### src/rtl/mux_nto1_pipe.sv
// Registered NUM_IN-to-1 multiplexer with a valid/ready handshake and a two-entry skid buffer.
// Optional out-of-range select checking (zeroed word plus sticky sel_err) is enabled by MUX_SEL_CHECK_EN.
module mux_nto1_pipe #(
   parameter int N      = 32,
   parameter int NUM_IN = 4,
   localparam int SEL_W = $clog2(NUM_IN)
) (
   input  logic                clk,
   input  logic                rst,
   input  logic [NUM_IN*N-1:0] in_data,
   input  logic [SEL_W-1:0]    sel,
   input  logic                in_valid,
   output logic                in_ready,
   output logic [N-1:0]        out_data,
   output logic                out_valid,
   input  logic                out_ready,
`ifdef MUX_SEL_CHECK_EN
   output logic                sel_err,
`endif
   output logic [1:0]          dbg_state
);

   // Handshake: a word moves on any edge where valid & ready are both high; a producer
   // holding valid keeps its payload stable, and ready never depends on the same-cycle valid.
   typedef enum logic [1:0] {EMPTY = 2'd0, ONE = 2'd1, TWO = 2'd2} state_t;

   state_t         state_q, state_d;
   logic [N-1:0]   out_q, out_d;
   logic [N-1:0]   skid_q, skid_d;
   logic [N-1:0]   sel_word;
   logic           accept, drain;
`ifdef MUX_SEL_CHECK_EN
   logic           sel_oob;
   logic           sel_err_q, sel_err_d;
`endif

   // Unmatched selects fall through to input 0 unless the check build zeroes them.
   always_comb begin
      sel_word = in_data[N-1:0];
      for (int k = 1; k < NUM_IN; k++) begin
         if (sel == SEL_W'(k)) sel_word = in_data[k*N +: N];
      end
`ifdef MUX_SEL_CHECK_EN
      sel_oob = (int'(sel) >= NUM_IN);
      if (sel_oob) sel_word = '0;
`endif
   end

   assign in_ready  = (state_q != TWO) & ~rst;
   assign out_valid = (state_q != EMPTY);
   assign out_data  = out_q;
   assign dbg_state = state_q;
   assign accept    = in_valid & in_ready;
   assign drain     = out_valid & out_ready;

   always_comb begin
      state_d = state_q;
      out_d   = out_q;
      skid_d  = skid_q;
      unique case (state_q)
         EMPTY: begin
            if (accept) begin
               state_d = ONE;
               out_d   = sel_word;
            end
         end
         ONE: begin
            if (accept && drain) begin
               out_d = sel_word;
            end else if (accept) begin
               state_d = TWO;
               skid_d  = sel_word;
            end else if (drain) begin
               state_d = EMPTY;
            end
         end
         TWO: begin
            if (drain) begin
               state_d = ONE;
               out_d   = skid_q;
            end
         end
         default: state_d = EMPTY;
      endcase
   end

`ifdef MUX_SEL_CHECK_EN
   always_comb begin
      sel_err_d = sel_err_q | (accept & sel_oob);
   end
   assign sel_err = sel_err_q;
`endif

   always_ff @(posedge clk) begin
      if (rst) begin
         state_q <= EMPTY;
         out_q   <= '0;
         skid_q  <= '0;
      end else begin
         state_q <= state_d;
         out_q   <= out_d;
         skid_q  <= skid_d;
      end
   end

`ifdef MUX_SEL_CHECK_EN
   always_ff @(posedge clk) begin
      if (rst) sel_err_q <= 1'b0;
      else     sel_err_q <= sel_err_d;
   end
`endif

endmodule

### config.mk
export PLATFORM = sky130hd
export DESIGN_NAME = mux_nto1_pipe
export DESIGN_NICKNAME = d
export VERILOG_FILES = /design/src/rtl/mux_nto1_pipe.sv
export SDC_FILE = /design/constraint.sdc
export NUM_CORES = 1
export LEC_CHECK = 0
export BUFFER_PORTS_ARGS = -buffer_cell sky130_fd_sc_hd__buf_2
export CAP_MARGIN = 15
export CORE_ASPECT_RATIO = 1.4
export CORE_MARGIN = 2
export CORE_UTILIZATION = 43
export DETAILED_ROUTE_END_ITERATION = 7
export GPL_ROUTABILITY_DRIVEN = 0
export PLACE_DENSITY = 0.82
export SETUP_SLACK_MARGIN = 0.2
export SYNTH_ARGS = -nofsm -noshare
export SYNTH_HDL_FRONTEND = slang
export SYNTH_SLANG_ARGS = --single-unit
export TNS_END_PERCENT = 100
### constraint.sdc
create_clock -name clk -period 1.7 [get_ports clk]
set_clock_uncertainty 0.05 [all_clocks]
set_input_delay 0.085 -clock clk [delete_from_list [all_inputs] [get_ports clk]]
set_output_delay 0.085 -clock clk [all_outputs]
set_load 0.02 [all_outputs]
==> results of run 1 <==
power by group:
part	total (mW)	internal, mW	switching [mW]
Clock	1.89	1.18	0.716
Combinational	1.13	0.539	0.596
Sequential	1.69	1.64	0.0548
state kept, by name, indices dropped and copies added (netlist names):
name and flops:
dbg_state 2, out_data 32, skid_q 32
worst max-delay path by stage:
| stage | slack [ns] | start | to | cells past startpoint |
|---|---|---|---|---|
| final | 0.09 | dbg_state[1]$_SDFFE_PP0P_ | out_data[17]$_SDFFE_PP0P_ | 4 |
| after detailed placement | 0.01 | dbg_state[1]$_SDFFE_PP0P_ | out_data[26]$_SDFFE_PP0P_ | 4 |
| after floorplan | 0.05 | dbg_state[1]$_SDFFE_PP0P_ | out_data[17]$_SDFFE_PP0P_ | 7 |
| after global routing | 0.08 | dbg_state[0]$_SDFFE_PP0P_ | skid_q[28]$_SDFFE_PP0P_ | 5 |
| after CTS | 0.13 | dbg_state[1]$_SDFFE_PP0P_ | out_data[17]$_SDFFE_PP0P_ | 4 |
| after global placement | 0.1 | dbg_state[1]$_SDFFE_PP0P_ | out_data[26]$_SDFFE_PP0P_ | 4 |
cell families after synthesis:
kind of cell    after synthesis  synth area share
compound gates               99             0.213
buf+inv                      52            0.0611
flops                        66             0.347
simple gates                144             0.187
mux                          33             0.192
through the flow:
| step | total power [mW] | hold WS (ns) | cells | instance area, µm² |
|---|---|---|---|---|
| 5_1_grt | 4.86 | 0.0622 | 664 | 5380 |
| 3_5_place_dp | 2.77 | 0.372 | 636 | 4840 |
| 6_report | 4.72 | 0.0501 | 667 | 5380 |
| 4_1_cts | 4.64 | 0.0340 | 653 | 5200 |
| 3_3_place_gp | 2.74 | 0.365 | 636 | 4840 |
| 2_1_floorplan | 2.39 | 0.254 | 394 | 3830 |
Yosys cell counts, drive strengths merged:
| library cell | n | area (µm²) |
|---|---|---|
| or3 | 1 | 6.26 |
| nor2b | 2 | 12.5 |
| and3b | 1 | 8.76 |
| nand2 | 65 | 244 |
| nor4 | 32 | 200 |
| or2b | 1 | 7.51 |
| dfxtp | 66 | 1320 |
| or2 | 1 | 6.26 |
| nand2b | 1 | 6.26 |
| clkbuf | 38 | 144 |
| a311oi | 32 | 468 |
| a2bb2oi | 1 | 8.76 |
| mux2i | 1 | 10.0 |
| or3b | 2 | 17.5 |
| o21ba | 1 | 10.0 |
| nand3 | 32 | 160 |
| nor4bb | 1 | 10.0 |
| nor4b | 1 | 15.0 |
| buf | 14 | 88.8 |
| o21ai | 32 | 160 |
| nor3b | 1 | 7.51 |
| nor2 | 3 | 11.3 |
| mux4 | 32 | 721 |
| a21oi | 33 | 165 |
worst reg2reg max path: cells and delay by family, from the launching register on:
family | cells | cell delay [ns]
simple gates | 2 | 0.64
flops | 1 | 0.38
compound gates | 1 | 0.26
buf+inv | 1 | 0.18
cell usage in the layout, fill, tap and decap left out, types with 2 or more instances in the layout:
| master | count |
|---|---|
| a311oi_2 | 32 |
| nor2_1 | 3 |
| a21oi_1 | 33 |
| clkinv_2 | 2 |
| buf_6 | 4 |
| buf_12 | 10 |
| mux4_2 | 32 |
| nor4_1 | 32 |
| dfxtp_4 | 2 |
| nand3_1 | 32 |
| nand2_1 | 65 |
| clkbuf_16 | 12 |
| o21ai_0 | 18 |
| diode_2 | 3 |
| buf_2 | 168 |
| dfxtp_1 | 64 |
| buf_4 | 15 |
| o21ai_1 | 14 |
routing by layer:
layer	track usage	part of all wire	vias to the layer above
met1	0.286	0.35	1979
met4	0.116	0.041	0
met3	0.0603	0.098	69
met5	0	0	-
li1	-	-	1833
met2	0.421	0.51	289
layout make-up:
type                       instances  share of cell area
multi-input combinational        276               0.431
sequential                        66               0.247
timing repair buffer             201               0.239
clock buffer                      10              0.0444
tap                              105              0.0244
clock inverter                     6              0.0121
antenna                            3             0.00139
timing repair:
item	4_1_cts	5_1_grt
hold buffers	0	0
cloned	0	4
gates resized for setup	14	20
setup endpoints to repair	63	65
pin swaps	1	1
setup buffers	1	7
==> results.json, run 1 <==
{
  "outcome": "completed",
  "finalSetupViolCount": 0,
  "maxCapViolCount": 0,
  "crit_chain": "and3b_2, or3_4, buf_12, a311oi_2",
  "globalRouteTotalUtil": 0.244,
  "totalWireLength_mm": 13.3,
  "portBuffers": 169,
  "worst_pin_slew_ns": 0.590,
  "fillers": 689,
  "rrSetupSlack_ns": 0.09,
  "cts-htree-levels": 3,
  "fp.dieW_um": 83.6,
  "multi_input_area_mm2": 0.00232,
  "vias": 4170,
  "ys_warn_count": 0,
  "syn-num-nets": 528,
  "hold_path_class": "input pin to flop",
  "final_critical_path_setup_slack_ns": 0.0903,
  "whs_endpoint": "skid_q[26]$_SDFFE_PP0P_",
  "grt_setup_unrepaired": "true",
  "routed_via_density": 6.25,
  "drive_gt1_frac": 0.526,
  "syn_area_mm2": 0.00381,
  "hold_path.startpoint": "rst",
  "die_h_um": 115,
  "drv_slew": 0,
  "timing.fmax_mhz": 621,
  "cts_buffers": 9,
  "p_leak_nw": 2.18,
  "firstDrtPassIters": 5,
  "hold_violations": 0,
  "critical-path-top-delay-family": "simple AND/OR/NAND/NOR gates",
  "antenna_found_initial": 2,
  "endpoint_kind": "flop",
  "avgRoutedWirePerCell_um": 19.9,
  "hold_depth": 2,
  "clk_path_buf_depth": 2,
  "grt_max_degree": 44,
  "regArea_mm2": 0.00133,
  "cts_root_buffer": "clkbuf_16",
  "drt_iter0_drc": 386,
  "netlist_instances": 394,
  "antenna_left": 0,
  "powerDensity_mw_per_mm2": 877,
  "fin_crit_sh": 0.947,
  "startpoint_type": "flop",
  "ios": 170,
  "r2r_start": "dbg_state[1]$_SDFFE_PP0P_",
  "rows": 40,
  "period_needed_ns": 1.61,
  "r2r_cells": 4,
  "cp_slowest_cell": "or3_4",
  "setup_tns_ns": 0,
  "slew-limit-headroom": 0.607,
  "area_growth_pct": 41.3,
  "grt_pass1_vias": 3834,
  "avgSynthCellArea_um2": 9.67,
  "pre_cts_ws_ns": 0.0131,
  "start_util": 0.443,
  "ys_ff_latch": 66,
  "nets": 688,
  "critPathKind": "flop to flop",
  "drcViolationCount": 0,
  "cts_tree": "built",
  "max_stage_delay_ns": 0.40,
  "numClockSinks": 66,
  "netlist-cell-type-count": 29,
  "seq_area_frac_synth": 0.347,
  "grt.overflow.total": 0,
  "hpwl_mm": 8.10,
  "crit_required_ns": 1.88,
  "die-area_mm2": 0.00964,
  "fin_util": 0.625,
  "grt_pass1_wl_mm": 18.9,
  "cp_num_buf_inv": 1,
  "core_area_mm2": 0.00861,
  "ir_drop_v": 0.000670,
  "cp_data_arrival_time_ns": 1.79,
  "r2r-end": "out_data[17]$_SDFFE_PP0P_",
  "critPathMaxFanout": 12,
  "clkTransAtPathRegs_ns": 0.06,
  "clock_latency_ns": 0.33
}
Note: power is estimated with default switching activity, not from simulation.
==> run 2, diff against run 1 <==
- RECOVER_POWER: unset -> 50
- SETUP_SLACK_MARGIN: 0.2 -> 0.02
==> run 2 against run 1 <==
Effect of this change: largest cell class unchanged; sequential share of layout area is 1.2 points higher; global-route usage is 0.47 points higher; final cell count is 2.2% lower; flip-flop and latch count stayed put; sequential power hardly changed; critical endpoint unchanged; clock power is 6% higher; non-clock buffer count is 12 lower; critical path type unchanged; worst setup slack worse by 0.012 ns; core utilization is 2.9 points lower.
==> results.json, run 2 (synthesis gave the netlist of run 1 again) <==
{
  "outcome": "completed",
  "drcViolationCount": 0,
  "p_leak_nw": 1.97,
  "r2r_start": "dbg_state[1]$_SDFFE_PP0P_",
  "die_h_um": 115,
  "fin_crit_sh": 0.954,
  "timing.fmax_mhz": 617,
  "hold_violations": 0,
  "grt_pass1_vias": 3970,
  "hpwl_mm": 8.13,
  "die-area_mm2": 0.00964,
  "drv_slew": 0,
  "start_util": 0.443,
  "critPathLaunch": "dbg_state[1]$_SDFFE_PP0P_",
  "worst_pin_slew_ns": 0.509,
  "final_critical_path_setup_slack_ns": 0.0781,
  "grt_pass1_wl_mm": 19.0,
  "vias": 3942,
  "globalRouteTotalUtil": 0.248,
  "setup_tns_ns": 0,
  "avgRoutedWirePerCell_um": 18.4,
  "clk_path_buf_depth": 2,
  "drt_iter0_drc": 352,
  "area_growth_pct": 34.7,
  "drive_gt1_frac": 0.448,
  "grt_max_degree": 40,
  "grt_setup_unrepaired": "false",
  "clock_latency_ns": 0.33,
  "multi_input_area_mm2": 0.00229,
  "regArea_mm2": 0.00133,
  "r2r-end": "out_data[17]$_SDFFE_PP0P_",
  "endpoint": "out_data[17]$_SDFFE_PP0P_",
  "core_area_mm2": 0.00861,
  "clkTransAtPathRegs_ns": 0.05,
  "rrSetupSlack_ns": 0.08,
  "fp.dieW_um": 83.6,
  "rows": 40,
  "finalSetupViolCount": 0,
  "cts_root_buffer": "clkbuf_16",
  "maxCapViolCount": 0,
  "final_common_cell": "buf_2",
  "crit_required_ns": 1.87,
  "fillers": 732,
  "portBuffers": 169,
  "hold_path_class": "input pin to flop",
  "routed_via_density": 6.05,
  "mostFrequentLayoutCells": "134 x buf_2, 65 x nand2_1, 64 x dfxtp_1, 34 x clkbuf_1, 33 x a21oi_1",
  "totalWireLength_mm": 12.0,
  "slew-limit-headroom": 0.661,
  "firstDrtPassIters": 5,
  "fin_util": 0.596,
  "endpoint_kind": "flop",
  "ir_drop_v": 0.000580,
  "startpoint_type": "flop",
  "cp_data_arrival_time_ns": 1.79,
  "finalPower_mw": 4.73,
  "r2r_cells": 4,
  "critPathKind": "flop to flop",
  "antenna_found_initial": 0,
  "num_antenna_cells": 0,
  "powerDensity_mw_per_mm2": 922,
  "pre_cts_ws_ns": 0.0512,
  "critPathMaxFanout": 32,
  "antenna_left": 0,
  "cts-htree-levels": 3,
  "grt.overflow.total": 0,
  "cts_tree": "built",
  "cts_buffers": 9,
  "numClockSinks": 66,
  "period_needed_ns": 1.62,
  "worst_hold_slack_ns": 0.131,
  "ios": 170,
  "nets": 676
}
## run 2: cell count changes in the layout (fill, tap and decap cells not counted), moves of 2 or more
cell / change
clkbuf_1: +34
buf_2: -34
o21ai_0: +13
diode_2: -3
clkbuf_16: -3
a311oi_1: +2
a311oi_2: -2
buf_4: -4
o21ai_1: -13
buf_12: -3
## run 2: timing repair
item / CTS / global route
gates cloned: 0 / 0
hold buffers: 0 / 0
buffers inserted: 0 / 0
pin swaps: 0 / 0
gates resized for setup: 1 / 4
endpoints found under the setup margin: 1 / 8
## run 2: area by class of cell
class,instances,share of cell area
Clock buffer,9,0.0439
Clock inverter,7,0.0193
Multi-Input combinational cell,276,0.447
Sequential cell,66,0.258
Tap cell,105,0.0256
Timing Repair Buffer,189,0.206
## run 2: power by group
| group | switching (mW) | leakage (nW) | internal [mW] |
|---|---|---|---|
| clock network | 0.707 | 0.156 | 1.29 |
| logic | 0.558 | 1.27 | 0.478 |
| registers | 0.0571 | 0.540 | 1.64 |
## run 2: worst min-delay path by stage
stage,cells after the start,slack [ns],end,startpoint
after floorplan,2,0.25,dbg_state[1]$_SDFFE_PP0P_,out_ready
after global placement,2,0.41,skid_q[2]$_SDFFE_PP0P_,skid_q[2]$_SDFFE_PP0P_
after detailed placement,2,0.42,skid_q[0]$_SDFFE_PP0P_,skid_q[0]$_SDFFE_PP0P_
after CTS,3,0.12,dbg_state[1]$_SDFFE_PP0P_,out_ready
after global routing,3,0.15,dbg_state[1]$_SDFFE_PP0P_,out_ready
final,3,0.13,dbg_state[1]$_SDFFE_PP0P_,out_ready
## run 2: worst max-delay path, cell delays in order (launching register included)
cell and delay (ns):
dfxtp_4 0.39, nor4bb_4 0.33, buf_6 0.32, nor4_1 0.11, a311oi_2 0.31
## run 2: per-stage QoR
stage	cells	instance area [µm²]
final	652	5130
after detailed placement	636	4840
after floorplan	394	3810
after global routing	652	5130
after global placement	636	4840
after CTS	652	5170
## run 2: metal layers
layer  routed length [µm]  track usage
met5                    0            0
met4                  391        0.131
met3                  951       0.0510
met2                 6400        0.442
met1                 4260        0.282
